--- config.mk ---
export PLATFORM = sky130hd
export DESIGN_NAME = riscv_mc_controller
export DESIGN_NICKNAME = d
export VERILOG_FILES = /design/src/rtl/riscv_mc_controller.sv
export SDC_FILE = /design/constraint.sdc
export NUM_CORES = 1
export LEC_CHECK = 0
export CAP_MARGIN = 0
export CORE_MARGIN = 4
export CORE_UTILIZATION = 36
export CTS_CLUSTER_DIAMETER = 60
export DETAILED_ROUTE_END_ITERATION = 12
export PLACE_DENSITY_LB_ADDON = 0.1
export SLEW_MARGIN = 0
export SYNTH_ARGS = -nofsm -noshare
export SYNTH_HDL_FRONTEND = slang
export SYNTH_SLANG_ARGS = --single-unit
export TNS_END_PERCENT = 10
--- constraint.sdc ---
create_clock -name clk -period 1.6 [get_ports clk]
set_input_delay 0.32 -clock clk [delete_from_list [all_inputs] [get_ports clk]]
set_output_delay 0.32 -clock clk [all_outputs]
set_load 0.01 [all_outputs]
--- src/rtl/riscv_mc_controller.sv ---
// Multicycle main controller for the RV32 shared-memory datapath.
// Moore FSM with memory wait states, ALU/immediate decode and a sticky trap state.
module riscv_mc_controller #(
   parameter int unsigned WAIT_EN = 1,
   parameter int unsigned STATE_W = 4
) (
   input  logic       clk,
   input  logic       reset,
   input  logic [6:0] op,
   input  logic [2:0] funct3,
   input  logic       funct7b5,
   input  logic       Zero,
   input  logic       mem_ready,
   output logic       PCWrite,
   output logic       AdrSrc,
   output logic       MemWrite,
   output logic       IRWrite,
   output logic [1:0] ResultSrc,
   output logic [1:0] ALUSrcA,
   output logic [1:0] ALUSrcB,
   output logic       RegWrite,
   output logic [1:0] ImmSrc,
   output logic [2:0] ALUControl,
   output logic       illegal_instr,
   output logic [3:0] state_o
);

   typedef enum logic [STATE_W-1:0] {
      StFetch    = STATE_W'(0),
      StDecode   = STATE_W'(1),
      StMemAdr   = STATE_W'(2),
      StMemRead  = STATE_W'(3),
      StMemWb    = STATE_W'(4),
      StMemWrite = STATE_W'(5),
      StExecR    = STATE_W'(6),
      StAluWb    = STATE_W'(7),
      StExecI    = STATE_W'(8),
      StJal      = STATE_W'(9),
      StBeq      = STATE_W'(10),
      StTrap     = STATE_W'(11)
   } state_e;

   localparam logic [6:0] OpLoad   = 7'b0000011;
   localparam logic [6:0] OpStore  = 7'b0100011;
   localparam logic [6:0] OpRType  = 7'b0110011;
   localparam logic [6:0] OpIType  = 7'b0010011;
   localparam logic [6:0] OpJal    = 7'b1101111;
   localparam logic [6:0] OpBranch = 7'b1100011;

   state_e     state_q, state_d;
   logic       ready;
   logic       arith_f3_ok;
   logic       pc_update;
   logic       branch;
   logic       adr_src;
   logic       mem_write;
   logic       ir_write;
   logic       reg_write;
   logic [1:0] result_src;
   logic [1:0] alu_src_a;
   logic [1:0] alu_src_b;
   logic [1:0] alu_op;

   assign ready = (WAIT_EN == 0) ? 1'b1 : mem_ready;

   // Only add/sub, slt, or and and are implemented for R/I arithmetic.
   assign arith_f3_ok = (funct3 == 3'b000) || (funct3 == 3'b010) ||
                        (funct3 == 3'b110) || (funct3 == 3'b111);

   always_ff @(posedge clk or negedge reset) begin
      if (!reset) begin
         state_q <= StFetch;
      end else begin
         state_q <= state_d;
      end
   end

   always_comb begin
      state_d    = state_q;
      pc_update  = 1'b0;
      branch     = 1'b0;
      adr_src    = 1'b0;
      mem_write  = 1'b0;
      ir_write   = 1'b0;
      reg_write  = 1'b0;
      result_src = 2'b00;
      alu_src_a  = 2'b00;
      alu_src_b  = 2'b00;
      alu_op     = 2'b00;
      case (state_q)
         StFetch: begin
            alu_src_b  = 2'b10;
            result_src = 2'b10;
            ir_write   = ready;
            pc_update  = ready;
            if (ready) begin
               state_d = StDecode;
            end
         end
         StDecode: begin
            alu_src_a = 2'b01;
            alu_src_b = 2'b01;
            case (op)
               OpLoad, OpStore: state_d = StMemAdr;
               OpRType:         state_d = arith_f3_ok ? StExecR : StTrap;
               OpIType:         state_d = arith_f3_ok ? StExecI : StTrap;
               OpJal:           state_d = StJal;
               OpBranch:        state_d = (funct3 == 3'b000) ? StBeq : StTrap;
               default:         state_d = StTrap;
            endcase
         end
         StMemAdr: begin
            alu_src_a = 2'b10;
            alu_src_b = 2'b01;
            state_d   = (op == OpLoad) ? StMemRead : StMemWrite;
         end
         StMemRead: begin
            adr_src = 1'b1;
            if (ready) begin
               state_d = StMemWb;
            end
         end
         StMemWb: begin
            result_src = 2'b01;
            reg_write  = 1'b1;
            state_d    = StFetch;
         end
         StMemWrite: begin
            adr_src   = 1'b1;
            mem_write = 1'b1;
            if (ready) begin
               state_d = StFetch;
            end
         end
         StExecR: begin
            alu_src_a = 2'b10;
            alu_op    = 2'b10;
            state_d   = StAluWb;
         end
         StExecI: begin
            alu_src_a = 2'b10;
            alu_src_b = 2'b01;
            alu_op    = 2'b10;
            state_d   = StAluWb;
         end
         StAluWb: begin
            reg_write = 1'b1;
            state_d   = StFetch;
         end
         StJal: begin
            alu_src_a = 2'b01;
            alu_src_b = 2'b10;
            pc_update = 1'b1;
            state_d   = StAluWb;
         end
         StBeq: begin
            alu_src_a = 2'b10;
            alu_op    = 2'b01;
            branch    = 1'b1;
            state_d   = StFetch;
         end
         StTrap: begin
            state_d = StTrap;
         end
         default: begin
            state_d = StFetch;
         end
      endcase
   end

   always_comb begin
      ALUControl = 3'b000;
      case (alu_op)
         2'b01: ALUControl = 3'b001;
         2'b10: begin
            case (funct3)
               3'b000:  ALUControl = (op[5] && funct7b5) ? 3'b001 : 3'b000;
               3'b010:  ALUControl = 3'b101;
               3'b110:  ALUControl = 3'b011;
               3'b111:  ALUControl = 3'b010;
               default: ALUControl = 3'b000;
            endcase
         end
         default: ALUControl = 3'b000;
      endcase
   end

   always_comb begin
      ImmSrc = 2'b00;
      case (op)
         OpStore:  ImmSrc = 2'b01;
         OpBranch: ImmSrc = 2'b10;
         OpJal:    ImmSrc = 2'b11;
         default:  ImmSrc = 2'b00;
      endcase
   end

   // Enables are masked by reset directly so they drop without waiting for an edge.
   assign PCWrite       = reset & (pc_update | (branch & Zero));
   assign IRWrite       = reset & ir_write;
   assign MemWrite      = reset & mem_write;
   assign RegWrite      = reset & reg_write;
   assign illegal_instr = reset & (state_q == StTrap);
   assign AdrSrc        = adr_src;
   assign ResultSrc     = result_src;
   assign ALUSrcA       = alu_src_a;
   assign ALUSrcB       = alu_src_b;
   assign state_o       = 4'(state_q);

endmodule

==> results of run 1 <==
per-stage QoR:
step / instances / cell area, um2 / power [uW]
4_1_cts: 194 / 1410 / 2000
5_1_grt: 194 / 1440 / 2200
6_report: 194 / 1440 / 2050
3_5_place_dp: 189 / 1350 / 1780
2_1_floorplan: 103 / 769 / 1050
3_3_place_gp: 189 / 1350 / 1750
placed cells by master, fill, tap and decap left out, types with 2 or more instances in the layout:
| cell type | instances |
|---|---|
| dfrtp_2 | 3 |
| nor2b_2 | 2 |
| o21ai_0 | 3 |
| nor3_1 | 4 |
| clkdlybuf4s50_1 | 11 |
| clkbuf_4 | 3 |
| nand3_1 | 2 |
| nand2_2 | 2 |
| xor2_1 | 2 |
| o21ai_1 | 2 |
| nor3_2 | 3 |
| inv_1 | 8 |
| clkdlybuf4s15_2 | 4 |
| nor2_1 | 7 |
| nor2_2 | 2 |
| or3_1 | 2 |
| dlygate4sd2_1 | 7 |
| buf_6 | 3 |
| nand2_1 | 4 |
| a31oi_1 | 2 |
| nand2b_1 | 5 |
| buf_4 | 33 |
| buf_2 | 12 |
| a21oi_1 | 5 |
power groups by stage:
stage,clock network (uW),registers [uW],logic (uW)
6_report,131,229,1690
5_1_grt,134,236,1830
4_1_cts,130,221,1650
3_5_place_dp,0,220,1560
3_3_place_gp,0,213,1530
2_1_floorplan,0,211,842
what timing repair did:
item	4_1_cts	5_1_grt
setup buffers	2	0
gates resized for setup	87	13
setup endpoints to repair	23	23
gates cloned	0	0
pin swaps	9	4
cells by family after synthesis:
logic type / Yosys count / share of synthesized area
AOI/OAI and AO/OA: 30 / 0.290
xor gates and xnor gates: 3 / 0.0367
adders and majority gates: 2 / 0.0350
buffers and inverters: 15 / 0.0839
DFF: 4 / 0.140
muxes: 1 / 0.0140
and+or+nand+nor: 48 / 0.400
critical path, stage by stage, from the launching register on:
cell and delay [ns]:
dfrtp_2 0.46, nor2b_4 0.13, nand2_1 0.07, o21ai_2 0.07
nor2b_2 0.16, ha_2 0.19, nand2_2 0.07, nor3_2 0.10
buf_2 0.15
routing by layer:
layer	part of all wire	track usage	wire (um)	vias up
met5	0	0	0	-
met4	0.0070	0.0809	19	0
met3	0.076	0.0370	206	4
met2	0.54	0.415	1460	44
met1	0.37	0.205	1010	482
li1	-	-	-	516
cell type report:
cell class / instances / area, um2
Fill cell: 133 / 362
Timing Repair Buffer: 70 / 558
Clock buffer: 3 / 22.5
Multi-Input combinational cell: 84 / 694
Inverter: 8 / 30.0
Sequential cell: 4 / 104
Tap cell: 25 / 31.3
final timing paths:
check	start	to	slack (ns)
worst min register to register	state_o[3]	state_o[2]	0.77
worst max-delay path	state_o[3]	ALUControl[1]	-0.37
max in group asynchronous	reset	state_o[1]	1.30
worst max register to register	state_o[3]	state_o[2]	-0.05
min in group clk	op[6]	state_o[0]	0.77
worst min-delay path	reset	state_o[2]	0.19
==> flow_metrics.env, run 1 <==
export IMPL_switching_share=0.459
export IMPL_grt_use_total=0.208
export IMPL_synthFlopType="dfrtp_1"
export IMPL_via_count=1046
export IMPL_core_area_um2=1800
export IMPL_cp_data_arrival_time_ns=1.65
export IMPL_grt_max_degree=15
export IMPL_endpoint_kind="output pin"
export IMPL_grt_pass1_vias=1051
export IMPL_max_clock_path_buffers=2
export IMPL_setup_viol=19
export IMPL_yosysTopAreaCell="dfrtp_1"
export IMPL_crit_fanout=5
export IMPL_grt_setup_unrepaired="yes"
export IMPL_hold_buffers=0
export IMPL_die_y_um=52.6
export IMPL_largest_register_ffs=4
export IMPL_ys_seq_area_frac=0.140
export IMPL_fin_crit_ns=1.97
export IMPL_synth_enable_flop_cells=0
export IMPL_die_width_um=52.6
export IMPL_netlist_instances=103
export IMPL_syn_num_nets=120
export IMPL_setup_ws_ns=-0.371
export IMPL_place_ws_ns=-0.589
export IMPL_overflow=0
export IMPL_cp_start_kind="flip-flop"
export IMPL_via_per_inst=5.39
export IMPL_synthesis_area_um2=716
export IMPL_status="finished with violations"
export IMPL_max_slew_margin=0.799
export IMPL_final_period_utilization=1.23
export IMPL_reg2reg_depth=7
export IMPL_pwr_share_clk=0.064
export IMPL_p_leak_uw=0.000647
export IMPL_insertedDiodeCount=0
export IMPL_yosysWarnings=0
export IMPL_required_ns=1.28
export IMPL_htree_levels=1
export IMPL_drt_total_wl_um=2700
export IMPL_p_int_uw=1110
export IMPL_row_count=15
export IMPL_root_buffer="clkbuf_4"
export IMPL_port_buffers=35
export IMPL_drv_slew=0
export IMPL_ys_top_cells_by_count="nor2_1, inv_1, nor3_1"
export IMPL_finish_utilization=0.799
export IMPL_cts_sinks=4
export IMPL_timing_worst_setup_path_type="reg2out"
export IMPL_grt_first_pass_wirelength_um=4310
export IMPL_yosysMostFrequentCell="nor2_1"
export IMPL_clk_latency_ns=0.24
export IMPL_place_congestion=0.786
export IMPL_yosys_top_cells_area="dfrtp_1, nor3_1, nand2b_1, nor2_1, a21oi_1"
export IMPL_drc=0
export IMPL_ir_drop_uv=768
export IMPL_first_pass_iters=4
export IMPL_power_density_nw_per_um2=1420
export IMPL_cts_tree="yes"
export IMPL_skew_ns=0.00135
export IMPL_antenna_found_initial=0
export IMPL_combPwrFrac=0.824
export IMPL_cts_made_buffers=3
export IMPL_wl_per_cell_um=13.9
export IMPL_ant_nets=0
export IMPL_seqPwrFrac=0.112
export IMPL_io_pins=36
export IMPL_finalNetCount=188
export IMPL_hp_class="in2async"
export IMPL_synth_top_area_frac=0.140
export IMPL_whs_ns=0.190
export IMPL_finalSetupTns_ns=-3.06
export IMPL_drt_iter0_drc=23
export IMPL_cap_viol_max_count=0
export IMPL_tightest_slew_ns=0.300
export IMPL_hold_violations=0
export IMPL_synth_cell_types=45
export IMPL_clkSlewWorstSetupHoldPaths_ns=0.04
export IMPL_drive_above_1_share=0.497
export IMPL_fmax_mhz=507
export IMPL_initial_core_util=0.397
export IMPL_syn_area_per_cell_um2=6.95
export IMPL_switchingPower_uw=940
export IMPL_detailed_place_hpwl_um=1960
export IMPL_synth_seq_cells=4
export IMPL_violations="setup timing"
export IMPL_synth_async_reset_ratio=1.00
export IMPL_dieArea_um2=2770
export IMPL_area_growth_pct=101
Note: power is estimated with default switching activity, not from simulation.
==> run 2: changes to the inputs <==
- GPL_TIMING_DRIVEN: not set -> 0
==> run 2 against run 1 <==
  * Global-route usage fell by 0.41 points
  * Sequential power fell by 10%
  * Clock-buffer cell count did not move
  * Via count fell by 3.0%
  * Fmax fell by 5.6%
  * Critical path type unchanged
  * Non-clock buffer count fell by 12
  * The run still ends with setup timing left
==> flow_metrics.env, run 2 (synthesis results as in run 1) <==
export IMPL_crit_family="buffers and inverters"
export IMPL_nFillCells=134
export IMPL_crit_top_cell="buf_6"
export IMPL_crit_buf_inv=4
export IMPL_grt_pass1_vias=1004
export IMPL_fmax_mhz=479
export IMPL_crit_fanout=7
export IMPL_dieArea_um2=2770
export IMPL_area_growth_pct=94.4
export IMPL_final_period_utilization=1.31
export IMPL_drive_above_1_share=0.459
export IMPL_violations="setup timing"
export IMPL_cts_sinks=4
export IMPL_root_buffer="clkbuf_4"
export IMPL_reg2reg_depth=6
export IMPL_required_ns=1.28
export IMPL_die_y_um=52.6
export IMPL_power_density_nw_per_um2=1640
export IMPL_ant_nets=0
export IMPL_cp_start_kind="flip-flop"
export IMPL_clk_latency_ns=0.23
export IMPL_critPathMaxStageDelay_ns=0.41
export IMPL_hold_violations=0
export IMPL_drc=0
export IMPL_grt_use_total=0.204
export IMPL_crit_chain="buf_6, clkbuf_16, nor3_4, buf_6, ha_4, nor3_2, buf_2"
export IMPL_detailed_place_hpwl_um=1690
export IMPL_finalNetCount=176
export IMPL_fin_crit_ns=2.09
export IMPL_cap_viol_max_count=0
export IMPL_grt_max_degree=11
export IMPL_crit_slowest_cell="dfrtp_1"
export IMPL_timing_worst_setup_path_type="reg2out"
export IMPL_cts_made_buffers=3
export IMPL_grt_setup_unrepaired="yes"
export IMPL_clkSlewWorstSetupHoldPaths_ns=0.04
export IMPL_setup_viol=16
export IMPL_wl_per_cell_um=15.2
export IMPL_ir_drop_uv=812
export IMPL_tightest_slew_ns=0.354
export IMPL_drv_slew=0
export IMPL_place_ws_ns=-0.818
export IMPL_max_clock_path_buffers=2
export IMPL_hp_class="in2async"
export IMPL_cp_data_arrival_time_ns=1.77
export IMPL_grt_first_pass_wirelength_um=4370
export IMPL_io_pins=36
export IMPL_largest_register_ffs=4
export IMPL_drt_iter0_drc=9
export IMPL_die_width_um=52.6
export IMPL_endpoint_kind="output pin"
export IMPL_first_pass_iters=4
export IMPL_hold_buffers=0
export IMPL_via_per_inst=5.58
export IMPL_row_count=15
export IMPL_skew_ns=0.00320
export IMPL_most_common_layout_cells="buf_4, buf_2, inv_1, clkdlybuf4s50_1, dlygate4sd2_1"
export IMPL_overflow=0
export IMPL_htree_levels=1
export IMPL_drt_total_wl_um=2770
export IMPL_status="finished with violations"
export IMPL_port_buffers=35
export IMPL_antenna_found_initial=0
export IMPL_core_area_um2=1800
export IMPL_via_count=1015
export IMPL_cts_tree="yes"
export IMPL_p_leak_uw=0.000614
export IMPL_initial_core_util=0.397
export IMPL_insertedDiodeCount=0
export IMPL_place_congestion=0.865
export IMPL_setup_ws_ns=-0.488
export IMPL_finish_utilization=0.772
export IMPL_max_slew_margin=0.761
export IMPL_cp_depth=7
==> run 2: per-layer routing <==
metal  vias up  track usage  share of wire
li1        493            -              -
met1       468        0.231           0.39
met2        50        0.395           0.53
met3         4       0.0142          0.064
met4         0       0.0638          0.016
met5         -            0              0
==> run 2: worst paths after layout <==
path / from / to / slack (ns)
max: state_o[0] / ALUControl[1] / -0.49
min: reset / state_o[2] / 0.04
max reg2reg: state_o[3] / state_o[1] / 0.08
min reg2reg: state_o[1] / state_o[3] / 0.73
max in group asynchronous: reset / state_o[3] / 1.31
min in group clk: op[5] / state_o[2] / 0.56
==> run 2: timing repair <==
item / CTS / global route
gates resized for setup: 103 / 18
buffers inserted: 8 / 7
hold endpoints to repair: 0 / 0
endpoints found under the setup margin: 21 / 18
cloned: 1 / 0
pin swaps: 9 / 4
==> run 2: report_power, final <==
part           total [uW]  switching [uW]  internal (uW)
Combinational        1950             956            995
Sequential            206            54.7            152
Clock                 123            38.8           83.8
==> run 2: final cells by class <==
cell class / count / area, um2 / share of cell area
plain buffers: 7 / 98.8 / 0.0710
clock buffers: 3 / 22.5 / 0.0162
inverters: 8 / 30.0 / 0.0216
multi-input cells: 84 / 711 / 0.511
flip-flops and latches: 4 / 101 / 0.0728
well taps: 25 / 31.3 / 0.0225
repair buffers: 51 / 397 / 0.285
==> run 2: per-stage QoR <==
| step | total power (uW) | setup TNS [ns] | area, um2 | instances | hold WS [ns] |
|---|---|---|---|---|---|
| CTS | 2000 | -2.58 | 1290 | 175 | 0.0686 |
| floorplan | 1050 | -0.617 | 769 | 103 | 0.0244 |
| global placement | 1580 | -8.93 | 1150 | 163 | 0.579 |
| detailed placement | 1600 | -9.27 | 1150 | 163 | 0.579 |
| global route | 2420 | -4.46 | 1390 | 182 | 0.0654 |
| finish | 2280 | -3.23 | 1390 | 182 | 0.0443 |
